==> config.mk <==
export PLATFORM = sky130hd
export DESIGN_NAME = port_host
export DESIGN_NICKNAME = d
export VERILOG_FILES = /design/src/rtl/port_host.sv
export SDC_FILE = /design/constraint.sdc
export NUM_CORES = 1
export LEC_CHECK = 0
export ABC_AREA = 0
export CAP_MARGIN = 5
export CORE_UTILIZATION = 55
export DETAILED_ROUTE_END_ITERATION = 10
export DONT_BUFFER_PORTS = 1
export GPL_TIMING_DRIVEN = 0
export PLACE_DENSITY = 0.73
export SYNTH_ARGS = -nofsm -noshare
export SYNTH_HDL_FRONTEND = slang
export SYNTH_SLANG_ARGS = --single-unit
==> constraint.sdc <==
create_clock -name clk -period 3.8 [get_ports clk]
set_input_delay 0.76 -clock clk [delete_from_list [all_inputs] [get_ports clk]]
set_output_delay 0.76 -clock clk [all_outputs]
set_load 0.01 [all_outputs]
==> src/rtl/port_host.sv <==
// ============================================================================
// Module   : port_host
// Brief    : Host-side endpoint of the CPU nibble I/O port pair. Carries byte
//            streams both ways over toggle request/acknowledge bits and
//            presents FIFO-buffered valid/ready byte streams to the host.
// Revision : 1.0 - initial release
// ============================================================================
`default_nettype none

module port_host #(
  parameter int DEPTH = 4
) (
  input  logic        clk,
  input  logic        rst,
  input  logic [31:0] port_out,
  output logic [31:0] port_in,
  input  logic        s_valid,
  output logic        s_ready,
  input  logic [7:0]  s_data,
  output logic        m_valid,
  input  logic        m_ready,
  output logic [7:0]  m_data
);

  localparam int              c_aw      = $clog2(DEPTH);
  localparam logic [c_aw:0]   c_full    = (c_aw + 1)'(DEPTH);
  localparam logic [c_aw:0]   c_cnt_one = (c_aw + 1)'(1);
  localparam logic [c_aw-1:0] c_ptr_one = c_aw'(1);

  typedef enum logic [0:0] {CTRL_SYNC = 1'b0, CTRL_RUN = 1'b1} ctrl_t;
  typedef enum logic [0:0] {RX_IDLE = 1'b0, RX_PEND = 1'b1} rx_t;

  logic [31:0]   po_q;
  ctrl_t         r_ctrl;
  rx_t           r_rx_st;
  logic          r_txack;
  logic          r_rxtog;
  logic          r_rxpend;
  logic [7:0]    r_rxd;

  // from-CPU FIFO
  logic [7:0]    r_tx_mem [DEPTH];
  logic [c_aw-1:0] r_tx_wr;
  logic [c_aw-1:0] r_tx_rd;
  logic [c_aw:0] r_tx_cnt;

  // to-CPU FIFO
  logic [7:0]    r_rx_mem [DEPTH];
  logic [c_aw-1:0] r_rx_wr;
  logic [c_aw-1:0] r_rx_rd;
  logic [c_aw:0] r_rx_cnt;

  logic w_tx_push;
  logic w_tx_pop;
  logic w_rx_push;
  logic w_rx_pop;
  logic w_txfull;

  // Acceptance decisions use registered counts only, so a full FIFO refuses a
  // push even when a pop happens on the same edge.
  assign w_txfull  = (r_tx_cnt == c_full);
  assign w_tx_push = (r_ctrl == CTRL_RUN) && (po_q[8] != r_txack) && !w_txfull;
  assign m_valid   = (r_tx_cnt != '0);
  assign w_tx_pop  = m_valid && m_ready;
  assign m_data    = m_valid ? r_tx_mem[r_tx_rd] : 8'h00;

  assign s_ready   = !rst && (r_rx_cnt != c_full);
  assign w_rx_push = s_valid && s_ready;
  assign w_rx_pop  = (r_ctrl == CTRL_RUN) && (r_rx_st == RX_IDLE) && (r_rx_cnt != '0);

  assign port_in   = {18'b0, w_txfull, r_txack, 2'b00, r_rxpend, r_rxtog, r_rxd};

  // Capture the CPU output port; every protocol decision looks at this copy.
  always_ff @(posedge clk) begin
    po_q <= port_out;
  end

  // From-CPU FIFO storage: write the byte the CPU presented.
  always_ff @(posedge clk) begin
    if (w_tx_push) r_tx_mem[r_tx_wr] <= po_q[7:0];
  end

  // From-CPU FIFO pointers and occupancy.
  always_ff @(posedge clk) begin
    if (rst) begin
      r_tx_wr  <= '0;
      r_tx_rd  <= '0;
      r_tx_cnt <= '0;
    end else begin
      if (w_tx_push) r_tx_wr <= r_tx_wr + c_ptr_one;
      if (w_tx_pop)  r_tx_rd <= r_tx_rd + c_ptr_one;
      case ({w_tx_push, w_tx_pop})
        2'b10:   r_tx_cnt <= r_tx_cnt + c_cnt_one;
        2'b01:   r_tx_cnt <= r_tx_cnt - c_cnt_one;
        default: r_tx_cnt <= r_tx_cnt;
      endcase
    end
  end

  // To-CPU FIFO storage: write the host byte.
  always_ff @(posedge clk) begin
    if (w_rx_push) r_rx_mem[r_rx_wr] <= s_data;
  end

  // To-CPU FIFO pointers and occupancy.
  always_ff @(posedge clk) begin
    if (rst) begin
      r_rx_wr  <= '0;
      r_rx_rd  <= '0;
      r_rx_cnt <= '0;
    end else begin
      if (w_rx_push) r_rx_wr <= r_rx_wr + c_ptr_one;
      if (w_rx_pop)  r_rx_rd <= r_rx_rd + c_ptr_one;
      case ({w_rx_push, w_rx_pop})
        2'b10:   r_rx_cnt <= r_rx_cnt + c_cnt_one;
        2'b01:   r_rx_cnt <= r_rx_cnt - c_cnt_one;
        default: r_rx_cnt <= r_rx_cnt;
      endcase
    end
  end

  // Control FSM: align toggles once after reset, then run TX ack and RX handshake.
  always_ff @(posedge clk) begin
    if (rst) begin
      r_ctrl   <= CTRL_SYNC;
      r_rx_st  <= RX_IDLE;
      r_txack  <= 1'b0;
      r_rxtog  <= 1'b0;
      r_rxpend <= 1'b0;
      r_rxd    <= 8'h00;
    end else begin
      case (r_ctrl)
        CTRL_SYNC: begin
          // Adopt the CPU's current levels so they are not seen as requests.
          r_txack <= po_q[8];
          r_rxtog <= po_q[12];
          r_ctrl  <= CTRL_RUN;
        end
        CTRL_RUN: begin
          if (w_tx_push) r_txack <= ~r_txack;
          case (r_rx_st)
            RX_IDLE: begin
              if (w_rx_pop) begin
                r_rxd    <= r_rx_mem[r_rx_rd];
                r_rxtog  <= ~r_rxtog;
                r_rxpend <= 1'b1;
                r_rx_st  <= RX_PEND;
              end
            end
            RX_PEND: begin
              if (po_q[12] == r_rxtog) begin
                r_rxpend <= 1'b0;
                r_rx_st  <= RX_IDLE;
              end
            end
            default: r_rx_st <= RX_IDLE;
          endcase
        end
        default: r_ctrl <= CTRL_SYNC;
      endcase
    end
  end

endmodule

`default_nettype wire

== Word-level counts from Yosys, hierarchy flattened ==
Memories as Yosys holds them, arrays and structs flattened. A register that Yosys moved wholly into a read port is not among the register bits.
Index checks and enable logic that the tools add are counted.

* Register bits after elaboration: 32
* Output and inout bits: 42
* Input port bits: 44
* Memories: 2
* Bits in writable memories: 64
* Logic and storage cells: 76

* Reductions and logical operators: 16
* Bitwise gates (word level): 4
* Add/sub/neg operators: 8
* Equality and inequality tests: 13
* Mux-type cells: 21

{| class="wikitable"
|+ Memories
! memory !! words !! bits a word !! rd ports !! clocked after Yosys merged registers in !! write ports !! RTL line !! RTL
|-
| r_rx_mem || 4 || 8 || 1 || 1 || 1 || 48 || <nowiki>logic [7:0] r_rx_mem [DEPTH];</nowiki>
|-
| r_tx_mem || 4 || 8 || 1 || 1 || 1 || 42 || <nowiki>logic [7:0] r_tx_mem [DEPTH];</nowiki>
|}

{| class="wikitable"
|+ Operator list
! operator !! number
|-
| $mux 1 || 12
|-
| $pmux 3 s2 || 2
|-
| $add 2x1->2 const B || 4
|-
| $mux 8 || 1
|-
| $pmux 1 s2 || 4
|-
| $logic_and 1x1->1 || 7
|-
| $add 3x1->3 const B || 2
|-
| $ne 2x1->1 const B || 3
|-
| $reduce_and 3->1 || 2
|-
| $reduce_bool 3->1 || 2
|-
| $sub 3x1->3 const B || 2
|-
| $eq 2x1->1 const B || 2
|-
| $eq 2x2->1 const B || 2
|-
| $mux 2 || 2
|-
| $ne 2x2->1 const B || 2
|-
| $not 1->1 || 4
|-
| $reduce_bool 2->1 || 2
|-
| $eq 3x3->1 const B || 1
|-
| $ne 3x3->1 const B || 1
|-
| $logic_not 1->1 || 2
|-
| $reduce_and 2->1 || 1
|-
| $eq 1x1->1 || 1
|-
| $ne 1x1->1 || 1
|}

== Longest topological paths before layout ==
* Depth after elaboration: 6
* Depth in mapped cells: 10
* Mapped depth without buffers: 9

== Least setup slack after synthesis ==
OpenSTA, ideal clock, no wires.

* Kind: input to register
* Start: input s_valid
* End: register r_rx_cnt[2]
* Path buffers: 0
* Cell stages on the path: 8
* Setup slack: 1586 ps
* Data required time: 3730 ps
* Arrival: 2144 ps
* Cell sequence: nor3b_2 -> inv_1 -> ha_1 -> inv_1 -> fa_1 -> xor2_1 -> or3_1 -> a21oi_1

* Cells in the longest elaborated chain, start to end: 3
* Elaborated cells between the ends (all ways): 5
* Classes of those cells: eq/ne (2); mux (1); reduce/logical (2)

{| class="wikitable"
|+ RTL lines
! what !! RTL line !! RTL
|-
| start: declaration || 17 || <nowiki>input logic s_valid,</nowiki>
|-
| $logic_and 1x1->1 (*) || 68 || <nowiki>assign w_rx_push = s_valid && s_ready;</nowiki>
|-
| $eq 2x1->1 or $eq 2x2->1 (tied branches) || 114 || <nowiki>case ({w_rx_push, w_rx_pop})</nowiki>
|-
| $pmux 3 s2 or $reduce_bool 2->1 (tied branches) || n/a ||
|-
| end signal: assignment || 115 || <nowiki>2'b10: r_rx_cnt <= r_rx_cnt + c_cnt_one;</nowiki>
|-
| end signal: assignment || 116 || <nowiki>2'b01: r_rx_cnt <= r_rx_cnt - c_cnt_one;</nowiki>
|-
| end signal: assignment || 117 || <nowiki>default: r_rx_cnt <= r_rx_cnt;</nowiki>
|-
| end: declaration || 51 || <nowiki>logic [c_aw:0] r_rx_cnt;</nowiki>
|}

Every way passes the cells marked *; elsewhere a longest branch is shown, timed or not.
A chain may end at the register's enable or synchronous reset.

== Worst setup path in the final report ==
* Start: register r_tx_cnt[0]
* End: output m_data[6]

* Cells in the longest elaborated chain, start to end: 2

{| class="wikitable"
|+ RTL lines
! what !! RTL line !! RTL
|-
| start: declaration || 45 || <nowiki>logic [c_aw:0] r_tx_cnt;</nowiki>
|-
| start signal: assignment || 93 || <nowiki>2'b10: r_tx_cnt <= r_tx_cnt + c_cnt_one;</nowiki>
|-
| start signal: assignment || 94 || <nowiki>2'b01: r_tx_cnt <= r_tx_cnt - c_cnt_one;</nowiki>
|-
| start signal: assignment || 95 || <nowiki>default: r_tx_cnt <= r_tx_cnt;</nowiki>
|-
| $reduce_bool 3->1 || 63 || <nowiki>assign m_valid = (r_tx_cnt != '0);</nowiki>
|-
| $mux 8 || 65 || <nowiki>assign m_data = m_valid ? r_tx_mem[r_tx_rd] : 8'h00;</nowiki>
|-
| end: declaration || 22 || <nowiki>output logic [7:0] m_data</nowiki>
|}

No other way between the ends.

==> results by group <==
Worst hold path
  – Worst hold path type: in2reg
  – Hold Path End: po_q[2]
  – Worst hold start: port_out[2]
  – Hold depth: 0

Synth
  – Post-synthesis cell count: 290
  – Syn. warnings: 0
  – Post-Syn Area: 4210 sq um
  – Synth top area share: 45.7%
  – Ranking of synthesized cells by area: edfxtp_1 46%, dfxtp_1 19%, mux4_2 8.6%
  – Cell variety after synth: 42
  – Synthesized area per cell: 14.5 sq um
  – #FFs+latches synth: 103
  – Seq/Total Area, Yosys: 64.2%
  – Leading area contributor after synthesis: edfxtp_1

Clock network
  – Clk root buf: clkbuf_8
  – Clock sink count: 103
  – H-tree depth: 3
  – Clock Path Buffers: 2
  – CTS tree: built
  – Total CTS buffers: 9
  – Postcts setup bufs: 0
  – Hold Buf Count CTS: 0
  – Reg clk slew, reported paths: 0.10 ns
  – Worst-Skew Late Latency: 0.38 ns
  – Post-cts repair resize count: 0

Final layout
  – Layout cell share with drive strength beyond 1: 21.8%
  – Layout fillers: 564
  – Layout area overhead: 9.16%
  – Nets: 376
  – Most frequent cells in the layout: 64 x edfxtp_1, 39 x dfxtp_1, 24 x buf_4, 20 x conb_1
  – Commonest non-fill, non-tap cell in the layout: edfxtp_1
  – Antenna diodes: 0
  – Register cell area after layout: 2700 sq um
  – Final Non-Filler Cells: 424
  – Footprint of the multi-input gates: 1260 sq um

Worst setup path
  – CP max FO: 9
  – Reg2reg start: r_ctrl
  – Critical path capture point type: output port
  – Worst r2r dst: r_rx_cnt[2]
  – CP max stage cell: nor3_1
  – CP cell instances: nor3_1, and2b_1
  – Startpoint types: flip-flop
  – Crit path largest cell delay: 0.94 ns
  – Worst setup path class: reg2out
  – WP data required: 3.04 ns
  – Worst reg2reg setup slack: 1.46 ns
  – WP data arrival: 2.02 ns
  – R2R depth: 10
  – WP buf/inv: 0
  – Largest delay share family, worst path: simple AND/OR/NAND/NOR gates

STA
  – Count of final hold-check violations: 0
  – Final period util: 73.2%
  – Skew final: 0.0110 ns
  – Slew HR: 22.8%
  – Tmin final: 2.78 ns
  – Max Slew Vio Count: 0
  – Final WS setup: 1.02 ns
  – RSZ-0062 raised after global routing: false
  – Fmax: 360 MHz
  – Worst slew pin tran: 1.15 ns
  – Setup TNS: 0 ns
  – Endpoints failing setup: 0

Global routing
  – Number of global-route vias before repair: 2095
  – Global-route wire length before repair: 10.2 mm
  – Met1 GRT Util: 22.5%
  – Met2 Use GR: 29.1%
  – Grt total ovfl: 0
  – GR met3 Demand/Resource: 6.00%
  – Global Route Usage Sum: 18.1%
  – Pin count of the biggest net entering global routing: 21
  – GRT busiest layer: met2
  – Initial antenna violation count: 0

Detailed routing
  – DR vias/cell: 5.12
  – Via count: 2170
  – Final wirelength: 6.37 mm
  – Routed Antenna Nets: 0
  – DRC errors left: 0
  – 1st-iter DRT viols: 64
  – DRT Pass-1 Iters: 4
  – Routed len/inst: 15.0 um

Floorplanning
  – Die area: 8000 sq um
  – # IOs: 86
  – Core Rows: 31
  – Chip Width: 89.5 um
  – Core area: 7330 sq um
  – Starting Density: 57.4%
  – Die H: 89.5 um

Place
  – GPL Wtd Cong: 0.711
  – DP Wirelength: 4.42 mm
  – IO buf count: 0
  – Pre-CTS setup slack: 1.45 ns
  – Inst Count DP: 408

Pwr
  – Power Density: 609 nW/um^2
  – Worst vdd ir: 0.250 mV
  – P_leak: 1.66 nW

Outcome
  – Outcome: completed

Flow run
  – Max-cap violations: 0
report_power, final:
group	total, mW	internal (mW)	switching (mW)
Sequential	1.41	1.31	0.104
Combinational	0.725	0.325	0.400
Clock	0.660	0.258	0.402
Total	2.80	1.89	0.906
kinds of logic (layout without fill, tap and decap cells):
family | Yosys count | after routing | share of synthesized area (%)
multiplexers | 21 | 21 | 9.81
flip-flops | 103 | 103 | 64.2
AND/OR/NAND/NOR | 58 | 58 | 8.09
AO/OA/AOI/OAI | 34 | 34 | 4.79
other | 1 | 20 | 0.0891
buffers and inverters | 53 | 69 | 7.40
XOR/XNOR | 8 | 8 | 1.67
adder cells (fa/ha/maj) | 12 | 12 | 3.93
per-stage QoR:
step	cell area [sq um]	total power, mW	util, %	hold WS, ns
after floorplan	4280	2.02	-	0.438
after global placement	4400	2.15	60.1	0.452
after detailed placement	4400	2.17	60.1	0.465
after CTS	4590	2.83	62.7	0.378
after global routing	4590	2.96	62.7	0.373
final	4590	2.80	62.7	0.402
final cells by class:
cell class,instances,area share (%)
multi-input combinational,153,27.5
buffer,36,5.39
sequential,103,58.8
clock buffer,9,2.70
inverter,17,1.39
tap,99,2.70
clock inverter,7,1.44
registers in the layout, summed over array words and instances, names as in the netlist, named ones only:
name      count
r_rx_cnt      3
r_tx_cnt      3
r_rxtog       1
r_rx_mem     32
r_rx_st       1
po_q         10
r_rxd         8
r_ctrl        1
r_tx_wr       2
r_tx_rd       2
r_txack       1
r_rx_wr       2
r_rxpend      1
r_tx_mem     32
r_rx_rd       2
synthesized netlist by cell type, drive strengths merged:
| master | count |
|---|---|
| edfxtp | 64 |
| dfxtp | 39 |
| buf | 31 |
| inv | 17 |
| nor2 | 17 |
| mux4 | 16 |
| a21oi | 14 |
| o21ai | 12 |
| ha | 10 |
| and2 | 8 |
| nand3 | 8 |
| nor2b | 7 |
| xor2 | 6 |
| clkbuf | 5 |
| or3 | 5 |
| nor3b | 4 |
| a311oi | 3 |
| mux2i | 3 |
| nand2 | 3 |
| and2b | 2 |
| fa | 2 |
| mux2 | 2 |
| nor3 | 2 |
| xnor2 | 2 |
| a31o | 1 |
| a31oi | 1 |
| and4bb | 1 |
| conb | 1 |
| nand2b | 1 |
| o21a | 1 |
| o311ai | 1 |
| o31ai | 1 |
how the worst max path moves through the flow:
stage,slack [ns],cells after the start,start,to
finish,1.02,2,r_tx_cnt[0],m_data[6]
global route,0.94,2,r_tx_cnt[0],m_data[6]
CTS,1.02,2,r_tx_cnt[0],m_data[6]
detailed placement,1.45,2,r_tx_cnt[0],m_data[6]
global placement,1.47,8,rst,r_rx_cnt[2]
floorplan,1.59,8,s_valid,r_rx_cnt[2]
metal layers:
layer	up-vias	part of all wire, %
met5	-	0
met4	0	1.6
met3	11	4.3
met2	54	49
met1	1049	45
li1	1056	-
(Power assumes the default switching activity.)
